## src/rtl/turn_scheduler.sv

```systemverilog
`default_nettype none
// ============================================================================
// Module   : turn_scheduler
// Purpose  : Turn sequencer for Chicken Cha-Cha-Cha. Collects tile picks,
//            runs the compare handshake, advances positions, passes turns
//            and declares the winner. Optional pick timeout: TURN_TIMEOUT_EN.
// Revision : 1.0 - initial release
// ============================================================================
module turn_scheduler #(
  parameter int TRACK_LEN   = 24,
  parameter int POS_W       = 5,
  parameter int TIMEOUT_CYC = 100000000
) (
  input  logic               clk,
  input  logic               rst,
  input  logic               start,
  input  logic [1:0]         n_players,
  input  logic               pick_valid,
  input  logic [3:0]         pick_idx,
  output logic               cmp_req,
  output logic [3:0]         cmp_idx,
  input  logic               cmp_ack,
  input  logic               cmp_match,
  output logic [1:0]         cur_player,
  output logic [4*POS_W-1:0] pos_flat,
  output logic               wait_pick,
  output logic               turn_end,
  output logic               game_over,
  output logic [1:0]         winner
);

  localparam logic [2:0] c_st_idle = 3'd0;
  localparam logic [2:0] c_st_wait = 3'd1;
  localparam logic [2:0] c_st_req  = 3'd2;
  localparam logic [2:0] c_st_move = 3'd3;
  localparam logic [2:0] c_st_next = 3'd4;
  localparam logic [2:0] c_st_done = 3'd5;

  localparam logic [POS_W-1:0] c_finish = POS_W'(TRACK_LEN - 1);

  logic [2:0]             r_state;
  logic [2:0]             w_state_nxt;
  logic [1:0]             r_last;       // index of the last player in rotation
  logic [1:0]             w_last_nxt;
  logic [3:0][POS_W-1:0]  r_pos;
  logic [3:0][POS_W-1:0]  w_pos_nxt;
  logic [POS_W-1:0]       w_pos_inc;
  logic [3:0]             w_cmp_idx_nxt;
  logic [1:0]             w_cur_nxt;
  logic [1:0]             w_winner_nxt;
  logic                   w_start_ok;
  logic                   w_timeout;

  assign w_start_ok = start && ((r_state == c_st_idle) || (r_state == c_st_done));
  // Saturate at the finish square so the position can never wrap.
  assign w_pos_inc  = (r_pos[cur_player] == c_finish) ? c_finish
                                                      : r_pos[cur_player] + 1'b1;
  assign pos_flat   = r_pos;

`ifdef TURN_TIMEOUT_EN
  localparam int c_tmr_w = (TIMEOUT_CYC > 1) ? $clog2(TIMEOUT_CYC) : 1;
  localparam logic [c_tmr_w-1:0] c_tmr_last = c_tmr_w'(TIMEOUT_CYC - 1);

  logic [c_tmr_w-1:0] r_tmr;

  // Held at zero outside WAIT_PICK so every entry starts a fresh count.
  always_ff @(posedge clk) begin
    if (rst || (r_state != c_st_wait)) begin
      r_tmr <= '0;
    end else begin
      r_tmr <= r_tmr + 1'b1;
    end
  end

  assign w_timeout = (r_state == c_st_wait) && (r_tmr == c_tmr_last);
`else
  logic w_unused_cfg;
  assign w_unused_cfg = (TIMEOUT_CYC > 0);
  assign w_timeout    = 1'b0;
`endif

  // State and output registers
  always_ff @(posedge clk) begin
    if (rst) begin
      r_state    <= c_st_idle;
      r_last     <= 2'd1;
      r_pos      <= '0;
      cmp_req    <= 1'b0;
      cmp_idx    <= 4'd0;
      cur_player <= 2'd0;
      wait_pick  <= 1'b0;
      turn_end   <= 1'b0;
      game_over  <= 1'b0;
      winner     <= 2'd0;
    end else begin
      r_state    <= w_state_nxt;
      r_last     <= w_last_nxt;
      r_pos      <= w_pos_nxt;
      cmp_req    <= (w_state_nxt == c_st_req);
      cmp_idx    <= w_cmp_idx_nxt;
      cur_player <= w_cur_nxt;
      wait_pick  <= (w_state_nxt == c_st_wait);
      turn_end   <= (w_state_nxt == c_st_next);
      game_over  <= (w_state_nxt == c_st_done);
      winner     <= w_winner_nxt;
    end
  end

  // Next-state logic; a pick in the expiry cycle takes priority
  always_comb begin
    w_state_nxt = r_state;
    case (r_state)
      c_st_idle, c_st_done: begin
        if (start) w_state_nxt = c_st_wait;
      end
      c_st_wait: begin
        if (pick_valid)     w_state_nxt = c_st_req;
        else if (w_timeout) w_state_nxt = c_st_next;
      end
      c_st_req: begin
        if (cmp_ack) w_state_nxt = cmp_match ? c_st_move : c_st_next;
      end
      c_st_move: begin
        w_state_nxt = (w_pos_inc == c_finish) ? c_st_done : c_st_wait;
      end
      c_st_next: begin
        w_state_nxt = c_st_wait;
      end
      default: begin
        w_state_nxt = c_st_idle;
      end
    endcase
  end

  // Next values of the registered datapath outputs
  always_comb begin
    w_last_nxt    = r_last;
    w_pos_nxt     = r_pos;
    w_cmp_idx_nxt = cmp_idx;
    w_cur_nxt     = cur_player;
    w_winner_nxt  = winner;

    if (w_start_ok) begin
      case (n_players)
        2'd0:    w_last_nxt = 2'd3;
        2'd3:    w_last_nxt = 2'd2;
        default: w_last_nxt = 2'd1;
      endcase
      w_pos_nxt    = '0;
      w_cur_nxt    = 2'd0;
      w_winner_nxt = 2'd0;
    end

    if ((r_state == c_st_wait) && pick_valid) begin
      w_cmp_idx_nxt = pick_idx;
    end

    if (r_state == c_st_move) begin
      w_pos_nxt[cur_player] = w_pos_inc;
      if (w_pos_inc == c_finish) w_winner_nxt = cur_player;
    end

    if (r_state == c_st_next) begin
      w_cur_nxt = (cur_player == r_last) ? 2'd0 : cur_player + 2'd1;
    end
  end

endmodule
`default_nettype wire

```

## config.mk

```make
export PLATFORM = sky130hd
export DESIGN_NAME = turn_scheduler
export DESIGN_NICKNAME = d
export VERILOG_FILES = /design/src/rtl/turn_scheduler.sv
export SDC_FILE = /design/constraint.sdc
export NUM_CORES = 1
export LEC_CHECK = 0
export CAP_MARGIN = 30
export CORE_ASPECT_RATIO = 1.75
export CORE_MARGIN = 1.5
export CORE_UTILIZATION = 43
export DETAILED_ROUTE_END_ITERATION = 8
export PLACE_DENSITY_LB_ADDON = 0.2
export SETUP_SLACK_MARGIN = 0.02
export SYNTH_ARGS = -nofsm -noshare
export SYNTH_HDL_FRONTEND = slang
export SYNTH_SLANG_ARGS = --single-unit
```

## constraint.sdc

```tcl
create_clock -name clk -period 3.5 [get_ports clk]
set_input_delay 0.7 -clock clk [delete_from_list [all_inputs] [get_ports clk]]
set_output_delay 0.7 -clock clk [all_outputs]
set_load 0.03 [all_outputs]
```

# Word level (Yosys, flattened, before mapping)

Cells that the tools add are included.

Word-level logic and storage cells: 59
Output and inout bits: 32
Flip-flop bits (word level): 37
Bits of input ports: 12

Multiplexer cells: 21
$add $sub $neg: 2
$lt $le $gt $ge: 2
Reduce and logical (&&, ||, !) cells: 8
Eq/ne operators: 13

Operators with widths:

| cell                                                                                | count |
|---|---|
| 20-bit two-way mux                                                                  | 2 |
| 20-bit bitwise mux                                                                  | 1 |
| 3-bit two-way mux                                                                   | 5 |
| 5-bit two-way mux                                                                   | 3 |
| 3-bit one-hot mux with 5 select lines                                               | 1 |
| 3-bit == test, second input constant                                                | 4 |
| 2-bit two-way mux                                                                   | 6 |
| 5-bit binary-select mux with 2-bit select                                           | 1 |
| 5-bit demux with 2-bit select                                                       | 1 |
| 5-bit == test, second input constant                                                | 2 |
| 3-bit by 2-bit == test with 1-bit output, second input constant                     | 3 |
| 3-bit by 1-bit == test with 1-bit output, second input constant                     | 2 |
| 5-bit by 1-bit adder with 5-bit output, second input constant                       | 1 |
| 2-bit one-hot mux with 2 select lines                                               | 1 |
| 1-bit logical AND                                                                   | 3 |
| 3-bit zero test                                                                     | 1 |
| 2-bit by 3-bit < comparator with 1-bit output, second input constant                | 1 |
| 2-bit by 1-bit adder with 2-bit output, second input constant                       | 1 |
| 2-bit == test                                                                       | 1 |
| 2-bit == test, second input constant                                                | 1 |
| 2-bit by 1-bit greater-or-equal comparator with 1-bit output, second input constant | 1 |
| 2-bit zero test                                                                     | 1 |
| 2-bit nonzero test                                                                  | 1 |
| 2-bit OR reduction                                                                  | 1 |
| 1-bit logical OR                                                                    | 1 |

# Logic depth before layout (Yosys ltp)

Gate-level depths: netlist of run 1.

Word-level depth: 8
Gate-level depth with buffers: 8

# Worst setup path after synthesis of run 1

Ideal clock, no wire load.

Path type: reg2reg
Start: register cur_player[0]
End: register wait_pick
Path buffers: 1
Required time: 3.386 ns
Setup slack: 1.119 ns
Cell stages (with the launch flop): 8
Period minus slack after synthesis: 2.381 ns
Arrival: 2.267 ns
Path through: dfxtp_1 -> buf_6 -> mux4_2 -> ha_1 -> nand3b_1 -> a31oi_2 -> a31oi_2 -> nor2b_1

Cells in the longest elaborated chain, start to end: 8

Ends and longest elaborated chain:

| element                                                                        | line   | RTL |
|---|---|---|
| from (decl)                                                                    | 24     | `output logic [1:0] cur_player,` |
| from (signal assigned)                                                         | 101    | `cur_player <= w_cur_nxt;` |
| 5-bit binary-select mux with 2-bit select *                                    | 56, 57 |  |
| 5-bit two-way mux (not written as such) *                                      | 56, 57 |  |
| 5-bit by 1-bit adder with 5-bit output / 5-bit == test (equally long branches) | 57, 56 |  |
| 5-bit two-way mux *                                                            | 56     | `assign w_pos_inc = (r_pos[cur_player] == c_finish) ? c_finish` |
| 5-bit == test *                                                                | 124    | `w_state_nxt = (w_pos_inc == c_finish) ? c_st_done : c_st_wait;` |
| 3-bit two-way mux *                                                            | 124    |  |
| 3-bit one-hot mux with 5 select lines *                                        | 112    | `case (r_state)` |
| 3-bit by 1-bit == test with 1-bit output *                                     | 102    | `wait_pick <= (w_state_nxt == c_st_wait);` |
| to (signal assigned)                                                           | 102    |  |
| to (decl)                                                                      | 26     | `output logic wait_pick,` |

Mark *: on every way between the ends. The rest lies on a longest branch, timed or not. The select of a mux whose other input is x is not followed.
A chain may end at the register's enable or synchronous reset.

# Final worst setup path of run 1

Start: register cur_player[1]
End: output port cur_player[1]

No word-level cell between the ends.

==> results of run 1 <==
[synthesized netlist by cell type, types with 2 or more instances]
cell type  count
a22oi_1       20
nand3_2        2
buf_6          3
nor2_1        39
and2_1         5
mux4_2         5
a211o_1        2
a21oi_1        3
inv_1          3
nor2b_1        2
a31oi_1        3
dfxtp_1       37
a31oi_2        2
mux2i_1        7
nand3b_1       4
ha_1           6
buf_1          4
xnor2_1        4
nand3_1        4
clkbuf_1       5
nand2_1        9
[cells by family (layout without fill, tap and decap cells)]
logic type | after synthesis | count (layout) | share of synthesized area, %
mux | 13 | 13 | 10.9
simple gates | 75 | 75 | 21.7
buf+inv | 15 | 55 | 4.41
compound gates | 35 | 35 | 15.4
fa+ha+maj | 6 | 6 | 4.20
flops | 37 | 37 | 41.5
xor+xnor | 4 | 4 | 1.96
[worst paths after layout]
check	start	to	slack [ns]	cells past startpoint
setup / recovery	cur_player[1]$_SDFFE_PP0P_	cur_player[1]	1.06	1
hold / removal	winner[0]$_SDFF_PP0_	winner[0]$_SDFF_PP0_	0.48	2
setup reg to reg	cur_player[1]$_SDFFE_PP0P_	wait_pick$_SDFF_PP0_	1.21	6
hold reg to reg	winner[0]$_SDFF_PP0_	winner[0]$_SDFF_PP0_	0.48	2
[power by group]
part | switching, mW | internal, mW
combinational | 0.0483 | 0.0361
sequential | 0.00665 | 0.429
clock | 0.138 | 0.156
[stage by stage]
stage          instances  instance area (sq um)  setup WS, ns  utilization (%)  hold slack (ns)
2_1_floorplan        185                   1790          1.12                -            0.457
3_3_place_gp         266                   2220          1.31             56.4            0.450
3_5_place_dp         266                   2220          1.22             56.4            0.479
4_1_cts              273                   2310          1.05             58.6            0.489
5_1_grt              273                   2310         0.992             58.6            0.504
6_report             273                   2310          1.06             58.6            0.479
[registers in the layout, indices dropped and copies added, names as in the netlist]
name,cells
cmp_req,1
winner,2
game_over,1
wait_pick,1
r_state,3
cur_player,2
turn_end,1
cmp_idx,4
pos_flat,20
r_last,2
[layer usage]
layer,up-vias,share of wire (%),wire (microns)
met4,0,2.2,94
met1,737,36,1590
li1,729,-,-
met2,43,58,2530
met3,10,3.5,152
met5,-,0,0
[area by class of cell]
type / instances / area [sq um] / share of cell area [%]
repair buffers: 45 / 445 / 19.3
flip-flops and latches: 37 / 741 / 32.1
inverters: 3 / 11.3 / 0.487
clock buffers: 7 / 86.3 / 3.74
multi-input cells: 133 / 967 / 41.9
well taps: 48 / 60.1 / 2.60
==> flow_summary.json, run 1 <==
{
  "synth.lib_cells_used.distinct": 37,
  "post-route-min-period_ns": 2.44,
  "synth_enable_flop_cells": 0,
  "use_met1_pct": 20.0,
  "tritoncts": "done",
  "core_sq_mm": 0.00394,
  "fmaxAchievable_ghz": 0.410,
  "drv_cap": 0,
  "postCtsHoldBufs": 0,
  "power.density_cell_area_mw_per_mm2": 353,
  "all_layer_gr_usage_pct": 20.7,
  "initial_core_util_pct": 45.3,
  "min-delay-path-class": "reg2reg",
  "leakage_nw": 0.841,
  "post-cts-setup-buffer-count": 0,
  "mean_instance_size_in_the_synthesized_netlist_sq_um": 9.66,
  "place_hpwl_microns": 3340,
  "ys_seq_elements": 37,
  "grt.busiest_layer": "met2",
  "grt_pass1_wl_microns": 7070,
  "crit_path_end_kind": "output pin",
  "htree_levels": 2,
  "synth-seq-area-share_pct": 41.5,
  "numPortBuffers": 43,
  "synth_top_area_cell": "dfxtp_1",
  "crit_family": "buffers and inverters",
  "grt.met2_usage_pct": 39.2,
  "number_of_antenna_violations_at_the_first_check_in_global_routing": 0,
  "tns_ns": 0,
  "grt_overflow": 0,
  "crit_chain": "clkdlybuf4s50_1",
  "critPathRequiredTime_ns": 2.80,
  "clock_latency_ns": 0.28,
  "fin_worst_skew_ns": 0.00627,
  "num_antenna_cells": 0,
  "die_width_microns": 51.7,
  "mostFrequentLayoutCell": "clkdlybuf4s50_1",
  "timing.critical_path.slowest_stage_cell": "clkdlybuf4s50_1",
  "timing.critical_path.from_type": "register",
  "fp.dieArea_sq_mm": 0.00457,
  "worst_ep_arrival_time_ns": 1.74,
  "clk_transition_reported_paths_ns": 0.07,
  "max_slew.worst_pin.slew_ns": 0.544,
  "setup_viol": 0,
  "async_flop_share_pct": 0,
  "cts_sinks": 37,
  "layout-drive-gt1-share_pct": 11.1,
  "peakVddDrop_mv": 0.312,
  "area.growth.synth_to_final_pct": 29.3,
  "most-common-layout-cells": "clkdlybuf4s50_1 (43), nor2_1 (39), dfxtp_1 (37)",
  "grt_setup_unrepaired": "false",
  "drc_violation_count_after_routing": 0,
  "boundaryPins": 44,
  "run_status": "completed",
  "synth_area_sq_mm": 0.00179,
  "post_drt_wl_per_cell_microns": 16.0,
  "drt_pre_antenna_iters": 4,
  "synth_nets": 203,
  "wirelength_microns": 4370,
  "crit_path_max_incr_delay_ns": 0.79,
  "fin_nets": 243,
  "post_cts_resize_count": 0,
  "clock_tree.buffer_depth": 2,
  "worstPathBufferInverterCount": 1,
  "crit_fanout": 12,
  "maxSlewHeadroom_pct": 63.7,
  "design_power_uw": 815,
  "netlist_top_cells_area": "dfxtp_1 (41%), a22oi_1 (8.4%), nor2_1 (8.2%)",
  "detail_route.vias_per_cell": 5.56,
  "finalCritPeriodShare_pct": 69.7,
  "cts_inserted_buffers": 5,
  "largest_net_degree_at_the_start_of_global_routing": 25,
  "finalWeightedCongestion": 0.724,
  "grtUsageMet3_pct": 4.73,
  "netlist_instances": 185,
  "synth.top_cell.area_share_pct": 41.5,
  "core.rowCount": 30,
  "buffer_cell_driving_the_clock_tree_root": "clkbuf_8",
  "yosys_warnings": 0,
  "height_of_the_chip_microns": 88.3,
  "final_antenna_net_count": 0,
  "final_max_slew_viol_count": 0,
  "synth_ff_type": "dfxtp_1",
  "grt_pass1_vias": 1582,
  "setup_crit_path_kind": "reg2out",
  "filler_cell_count": 359,
  "finalHoldViolations": 0,
  "detailroute.via_count": 1519,
  "drtIter0Drc": 28
}
No activity file was read; power rests on OpenSTA's default activity.
==> inputs of run 2 (changes only) <==
==> constraint.sdc (replaced) <==
create_clock -name clk -period 2.5 [get_ports clk]
set_input_delay 0.5 -clock clk [delete_from_list [all_inputs] [get_ports clk]]
set_output_delay 0.5 -clock clk [all_outputs]
set_load 0.03 [all_outputs]
==> flow_summary.json, run 2 (synthesis results as in run 1) <==
{
  "post-route-cell-area_sq_mm": 0.00233,
  "num_antenna_cells": 0,
  "path_common_cell": "a31oi_2",
  "post-cts-setup-buffer-count": 0,
  "power.share.sequential_pct": 53.7,
  "grt_pass1_wl_microns": 7140,
  "filler_cell_count": 351,
  "postCtsHoldBufs": 0,
  "tns_ns": 0,
  "wirelength_microns": 4420,
  "leakage_nw": 0.856,
  "power.density_cell_area_mw_per_mm2": 486,
  "htree_levels": 2,
  "maxSlewHeadroom_pct": 69.3,
  "finalHoldViolations": 0,
  "postPlaceCellArea_sq_mm": 0.00225,
  "cts_inserted_buffers": 5,
  "die_width_microns": 51.7,
  "place_hpwl_microns": 3360,
  "crit_path_end_kind": "register",
  "timing.critical_path.from_type": "register",
  "setup_crit_path_kind": "reg2reg",
  "detail_route.vias_per_cell": 5.51,
  "power.switching_uw": 290,
  "final_antenna_net_count": 0,
  "cts_sinks": 37,
  "drv_cap": 0,
  "post-place-cells": 269,
  "critPathRequiredTime_ns": 2.69,
  "grt_pass1_vias": 1576,
  "mostFrequentLayoutCell": "clkdlybuf4s50_1",
  "grt_setup_unrepaired": "false",
  "boundaryPins": 44,
  "worst_ep_arrival_time_ns": 2.34,
  "core.rowCount": 30,
  "multi_input_comb_area_sq_um": 967,
  "run_status": "completed",
  "finalWeightedCongestion": 0.808,
  "detailroute.via_count": 1526,
  "fin_nets": 246,
  "drc_violation_count_after_routing": 0,
  "peakVddDrop_mv": 0.534,
  "numPortBuffers": 43,
  "post_drt_wl_per_cell_microns": 15.9,
  "fin_worst_skew_ns": 0.00469,
  "crit_fanout": 8,
  "combinationalPowerShare_pct": 10.5,
  "crit_chain": "mux4_2 -> ha_1 -> nand3b_1 -> a31oi_2 -> a31oi_2 -> nor2b_1",
  "timing.critical_path.slowest_stage_cell": "mux4_2",
  "clk_transition_reported_paths_ns": 0.08,
  "finalHoldWorstSlack_ns": 0.466,
  "drt_pre_antenna_iters": 6,
  "swShare_pct": 25.6,
  "clkPwrFrac_pct": 35.8,
  "seq_area_sq_um": 741,
  "finalCritPeriodShare_pct": 85.9,
  "final_max_slew_viol_count": 0,
  "number_of_antenna_violations_at_the_first_check_in_global_routing": 0,
  "drtIter0Drc": 48,
  "grtUsageMet3_pct": 4.90,
  "clock_latency_ns": 0.29,
  "fp.dieArea_sq_mm": 0.00457,
  "fmaxAchievable_ghz": 0.466,
  "all_layer_gr_usage_pct": 20.7,
  "crit_path_max_incr_delay_ns": 0.59,
  "grt.met2_usage_pct": 36.0,
  "max_slew.worst_pin.slew_ns": 0.459,
  "height_of_the_chip_microns": 88.3,
  "initial_core_util_pct": 45.3,
  "layout-drive-gt1-share_pct": 13.1,
  "core_sq_mm": 0.00394,
  "most-common-layout-cells": "clkdlybuf4s50_1 (43), nor2_1 (39), dfxtp_1 (37)",
  "clock_tree.buffer_depth": 2,
  "setup_viol": 0,
  "post_cts_resize_count": 0,
  "use_met1_pct": 22.4,
  "cell_internal_pwr_uw": 844,
  "largest_register_ff_count": 20,
  "grt_overflow": 0,
  "largest_net_degree_at_the_start_of_global_routing": 19,
  "finalNonFillerCells": 277,
  "grt.busiest_layer": "met2",
  "area.growth.synth_to_final_pct": 30.6,
  "post-route-min-period_ns": 2.15,
  "tritoncts": "done",
  "buffer_cell_driving_the_clock_tree_root": "clkbuf_8",
  "min-delay-path-class": "reg2reg"
}
run 2: cell count changes in the layout (fill, tap and decap cells not counted):
cell        delta
clkbuf_8       -1
clkinvlp_4     +1
buf_4          +3
clkbuf_1       -1
clkinv_2       +2
run 2: power groups by stage:
stage                     Sequential (mW)  Clock (mW)  Combinational [mW]
final                               0.610       0.406               0.119
after global routing                0.611       0.438               0.129
after CTS                           0.609       0.419               0.120
after detailed placement            0.623           0               0.119
after global placement              0.622           0               0.117
after floorplan                     0.632           0              0.0617
run 2: area by class of cell:
class / instances / share of cell area [%]
clock inverters: 3 / 0.751
clock buffers: 5 / 2.95
inverters: 3 / 0.483
repair buffers: 48 / 20.1
multi-input cells: 133 / 41.4
well taps: 48 / 2.57
flip-flops and latches: 37 / 31.7
run 2: per-layer routing:
metal	part of all wire, %	vias to the layer above
li1	-	740
met1	39	712
met2	52	58
met3	5.1	16
met4	3.8	0
met5	0	-
run 2: final timing paths:
path | start | to | slack, ns | cells past startpoint
setup / recovery | cur_player[0]$_SDFFE_PP0P_ | wait_pick$_SDFF_PP0_ | 0.35 | 6
hold / removal | winner[1]$_SDFF_PP0_ | winner[1]$_SDFF_PP0_ | 0.47 | 2
setup reg to reg | cur_player[0]$_SDFFE_PP0P_ | wait_pick$_SDFF_PP0_ | 0.35 | 6
hold reg to reg | winner[1]$_SDFF_PP0_ | winner[1]$_SDFF_PP0_ | 0.47 | 2
run 2: worst max-delay path: cells and delay by family (launching register included):
kind	cells	cell delay [ns]
compound gates	2	0.37
simple gates	2	0.38
fa+ha+maj	1	0.32
mux	1	0.59
flops	1	0.40
run 2: through the flow:
stage	total power [mW]	setup slack, ns	util [%]
after CTS	1.15	0.359	59.2
after floorplan	0.694	0.119	-
after detailed placement	0.742	0.367	57.0
after global placement	0.739	0.444	57.0
after global routing	1.18	0.176	59.2
final	1.13	0.353	59.2
